<file path="src/rtl/alu_bus_sequencer.sv">
// Host front/back end for the one-hot ALU control unit: command in,
// operand steering onto INBUS, OUTBUS capture, result out, watchdog.
module alu_bus_sequencer #(
    parameter int WIDTH   = 8,
    parameter int TIMEOUT = 255
) (
    input  logic             clk,
    input  logic             reset,
    input  logic             cmd_valid,
    output logic             cmd_ready,
    input  logic [1:0]       cmd_op,
    input  logic [WIDTH-1:0] cmd_a,
    input  logic [WIDTH-1:0] cmd_q,
    input  logic [WIDTH-1:0] cmd_m,
    output logic             BEGIN,
    output logic [1:0]       op_code,
    input  logic             loadA_req,
    input  logic             loadQ_req,
    input  logic             loadM_req,
    input  logic             pushA,
    input  logic             pushQ,
    input  logic             END,
    output logic [WIDTH-1:0] inbus,
    input  logic [WIDTH-1:0] outbus,
    output logic             res_valid,
    input  logic             res_ready,
    output logic [WIDTH-1:0] res_a,
    output logic [WIDTH-1:0] res_q,
    output logic             res_err
);

    localparam int WD_W = $clog2(TIMEOUT + 1);
    localparam logic [WD_W-1:0] WD_LAST = WD_W'(TIMEOUT - 1);
    localparam logic [WD_W-1:0] WD_ONE  = WD_W'(1);

    typedef enum logic [1:0] {
        S_IDLE,
        S_START,
        S_RUN,
        S_DONE
    } state_t;

    state_t           state;
    logic [WIDTH-1:0] op_a;
    logic [WIDTH-1:0] op_q;
    logic [WIDTH-1:0] op_m;
    logic [WD_W-1:0]  wd;

    always_ff @(posedge clk) begin
        if (reset) begin
            state     <= S_IDLE;
            cmd_ready <= 1'b1;
            BEGIN     <= 1'b0;
            res_valid <= 1'b0;
            res_err   <= 1'b0;
            op_code   <= '0;
            res_a     <= '0;
            res_q     <= '0;
            op_a      <= '0;
            op_q      <= '0;
            op_m      <= '0;
            wd        <= '0;
        end else begin
            unique case (state)
                S_IDLE: begin
                    if (cmd_valid && cmd_ready) begin
                        op_code   <= cmd_op;
                        op_a      <= cmd_a;
                        op_q      <= cmd_q;
                        op_m      <= cmd_m;
                        res_a     <= '0;
                        res_q     <= '0;
                        res_err   <= 1'b0;
                        wd        <= '0;
                        cmd_ready <= 1'b0;
                        BEGIN     <= 1'b1;
                        state     <= S_START;
                    end
                end
                S_START: begin
                    BEGIN <= 1'b0;
                    state <= S_RUN;
                end
                S_RUN: begin
                    if (pushA) begin
                        res_a <= outbus;
                    end
                    if (pushQ) begin
                        res_q <= outbus;
                    end
                    wd <= wd + WD_ONE;
                    // END beats a timeout landing in the same cycle
                    if (END) begin
                        res_valid <= 1'b1;
                        state     <= S_DONE;
                    end else if (wd == WD_LAST) begin
                        res_err   <= 1'b1;
                        res_valid <= 1'b1;
                        state     <= S_DONE;
                    end
                end
                S_DONE: begin
                    if (res_ready) begin
                        res_valid <= 1'b0;
                        cmd_ready <= 1'b1;
                        state     <= S_IDLE;
                    end
                end
                default: begin
                    state <= S_IDLE;
                end
            endcase
        end
    end

    always_comb begin
        inbus = '0;
        priority case (1'b1)
            loadA_req: inbus = op_a;
            loadQ_req: inbus = op_q;
            loadM_req: inbus = op_m;
            default:   inbus = '0;
        endcase
    end

endmodule

</file>
<file path="config.mk">
export PLATFORM = sky130hd
export DESIGN_NAME = alu_bus_sequencer
export DESIGN_NICKNAME = d
export VERILOG_FILES = /design/src/rtl/alu_bus_sequencer.sv
export SDC_FILE = /design/constraint.sdc
export NUM_CORES = 1
export LEC_CHECK = 0
export ABC_CLOCK_PERIOD_IN_PS = 2750
export BUFFER_PORTS_ARGS = -buffer_cell sky130_fd_sc_hd__buf_2
export CORE_MARGIN = 10
export CORE_UTILIZATION = 32
export CTS_CLUSTER_SIZE = 10
export DETAILED_ROUTE_END_ITERATION = 8
export HOLD_SLACK_MARGIN = 0.15
export PLACE_DENSITY = 0.55
export SLEW_MARGIN = 10
export SYNTH_ARGS = -nofsm -noshare
export SYNTH_HDL_FRONTEND = slang
export SYNTH_SLANG_ARGS = --single-unit
</file>
<file path="constraint.sdc">
create_clock -name clk -period 2.75 [get_ports clk]
set_input_delay 0.4125 -clock clk [delete_from_list [all_inputs] [get_ports clk]]
set_output_delay 0.4125 -clock clk [all_outputs]
set_load 0.01 [all_outputs]
</file>
==> results by group <==
Synthesis
  – FF+latch count, synth: 56
  – Cells after Synth: 311
  – Area leader, netlist: dfxtp_1
  – Avg Inst Size Synth: 8.08 um^2
  – Share of the synthesized area in the top cell type: 0.446
  – Register area share after synthesis: 0.446
  – Synth area leaders: dfxtp_1 (45%), nand2_1 (11%), a21oi_1 (8.6%)
  – Synth Net Count: 362
  – Post-Syn Area: 0.00251 mm^2
  – Cell variety after synth: 32
  – Synth warn: 0

Worst setup path
  – Reg2Reg Depth: 6
  – Setup slack, reg-to-reg: 0.68 ns
  – Critical Path End Type: register
  – Critical path class: register to register
  – Startpoint types: register
  – RR Startpoint: state[0]
  – Crit path max fanout: 17
  – RR Endpoint: res_a[1]
  – CP arrival: 2.26 ns
  – WP data required: 2.94 ns

STA
  – Fmax: 484 MHz
  – Fin crit period: 2.07 ns
  – Final Cycle Share: 0.751
  – Worst Tran Pin Value: 0.607 ns
  – Hold_ws: 0.327 ns
  – Slew margin rel.: 0.596
  – Final setup fails: 0
  – Total negative slack: 0 ns
  – RSZ-0062 raised after global routing: false
  – Final hold violation count: 0
  – Final clock skew: 0.00736 ns
  – Pins Over Slew Limit: 0

Routing
  – DR vias/cell: 4.65
  – Starting DRT DRC Count: 69
  – Routed wire length per instance: 13.4 um
  – Total vias in the final route: 2,222
  – First drt pass iteration count: 4
  – Routed WL: 6390 um
  – Post-DRT Antenna Nets: 0
  – DRC violations left: 0

Hold path
  – Hold Path End: op_m[0]
  – Hold_sp: cmd_m[0]
  – Cells on Worst Hold Path: 3
  – Hold WC Path Type: input port to register

Placement
  – Hpwl dp: 4720 um
  – DP Cell Count: 470
  – Final Wtd Congestion: 0.807
  – Number of port buffers: 73

Layout
  – Area delta synth->final: 21.5%
  – Most frequent cells in the layout: nand2_1 (74), buf_2 (73), dfxtp_1 (56)
  – Share of layout cells above drive strength 1: 0.239
  – Fillers: 835
  – Finished Layout Cells: 478
  – Commonest non-fill, non-tap cell in the layout: nand2_1
  – Final nets: 426
  – # diodes: 0
  – Multi-input logic area: 0.00128 mm^2
  – FF/Latch Area: 0.00112 mm^2

Floorplanning
  – Initial core utilization: 0.327
  – DIE HEIGHT: 109 um
  – Core area: 0.00769 mm^2
  – Die X: 109 um
  – Die area: 0.0118 mm^2
  – I/O Pins: 74
  – Core Rows: 32

Clocking
  – Worst-skew pair later-pin latency: 0.31 ns
  – H-tree Lvls: 2
  – Clk pin slew, worst setup/hold paths: 0.10 ns
  – CTS Root Cell: clkbuf_8
  – CTS Buf Count: 5
  – # resized after CTS: 0
  – Longest Clk Path Bufs: 2
  – Cts hold-fix bufs: 0
  – TritonCTS clock tree: yes
  – Clock tree sinks: 56
  – Post-CTS Setup Repair Bufs: 0

Run
  – Total of max-cap violations: 0

Power
  – Peak VDD IR: 0.399 mV
  – Leak Pwr: 1.27 nW
  – Pwr dens: 757 mW/mm^2

GRT
  – Tot GR Track Use: 0.106
  – Initial antenna violation count: 0
  – Vias in the first global route: 2,211
  – Largest net degree at the start of global routing: 31
  – First-pass GRT wire length: 10,400 um
  – Grt total ovfl: 0

Outcome
  – Status: completed
-- cells in the mapped netlist --
library cell / count
xnor2_1: 5
buf_2: 4
a21oi_4: 2
or3b_2: 1
o21ai_0: 8
nand3_1: 5
ha_1: 7
buf_1: 1
mux2i_1: 18
xor2_1: 1
nor2b_1: 3
a22oi_1: 1
nor2_1: 34
inv_1: 6
a211oi_1: 3
a31oi_1: 1
nand3_2: 1
nand2_1: 74
nand2b_4: 1
clkbuf_1: 12
and3_1: 1
a21oi_1: 43
nand4_1: 2
o221ai_1: 1
o21bai_1: 3
nand3b_1: 1
dfxtp_1: 56
a211o_1: 1
buf_6: 2
and2_1: 8
nand2b_1: 4
a21bo_2: 1
-- routing by layer --
layer,global-route usage,share of wire
met1,0.131,0.44
met3,0.0434,0.098
met2,0.171,0.46
met4,0.0169,0.0031
met5,0,0
-- kinds of logic after synthesis --
| kind of cell | Yosys count | share of synthesized area |
|---|---|---|
| buf+inv | 25 | 0.0453 |
| fa+ha+maj | 7 | 0.0349 |
| xor+xnor | 6 | 0.0209 |
| mux | 18 | 0.0717 |
| simple gates | 135 | 0.232 |
| flops | 56 | 0.446 |
| compound gates | 64 | 0.149 |
-- metrics by stage --
step	setup WS (ns)	utilization	power (mW)	cell area, um^2
after floorplan	1.07	-	1.59	2510
after global placement	0.766	0.382	1.78	2940
after detailed placement	0.690	0.382	1.79	2940
after CTS	0.675	0.397	2.35	3050
after global routing	0.516	0.397	2.48	3050
final	0.684	0.397	2.31	3050
-- registers in the layout (all words and copies together) (netlist names) --
signal / flops
BEGIN: 1
cmd_ready: 1
op_a: 8
op_code: 2
op_m: 8
op_q: 8
res_a: 8
res_err: 1
res_q: 8
res_valid: 1
state: 2
wd: 8
-- area by class of cell --
class | count | share of cell area
multi-input cells | 230 | 0.418
flip-flops and latches | 56 | 0.367
repair buffers | 76 | 0.127
well taps | 102 | 0.0418
clock buffers | 5 | 0.0225
clock inverters | 3 | 0.0156
inverters | 6 | 0.00738
-- power breakdown --
group	internal [mW]	switching (mW)	total, mW
Combinational	0.312	0.462	0.774
Clock	0.275	0.277	0.552
Sequential	0.919	0.0672	0.987
Total	1.51	0.806	2.31
-- worst max-delay path by stage --
stage	startpoint	end	depth (start not counted)
6_report	state[0]	res_a[1]	6
5_1_grt	state[0]	res_a[2]	6
4_1_cts	state[0]	res_a[1]	6
3_5_place_dp	state[0]	res_a[1]	6
3_3_place_gp	state[0]	res_a[1]	6
2_1_floorplan	loadQ_req	inbus[0]	4
-- critical path, cell delays in order (launching register included) --
cell and delay (ns):
dfxtp_1 0.36, inv_1 0.11, ha_1 0.56, nand2b_4 0.21, a21oi_4 0.41, mux2i_1 0.24, nor2_1 0.05
Note: power is estimated with default switching activity, not from simulation.
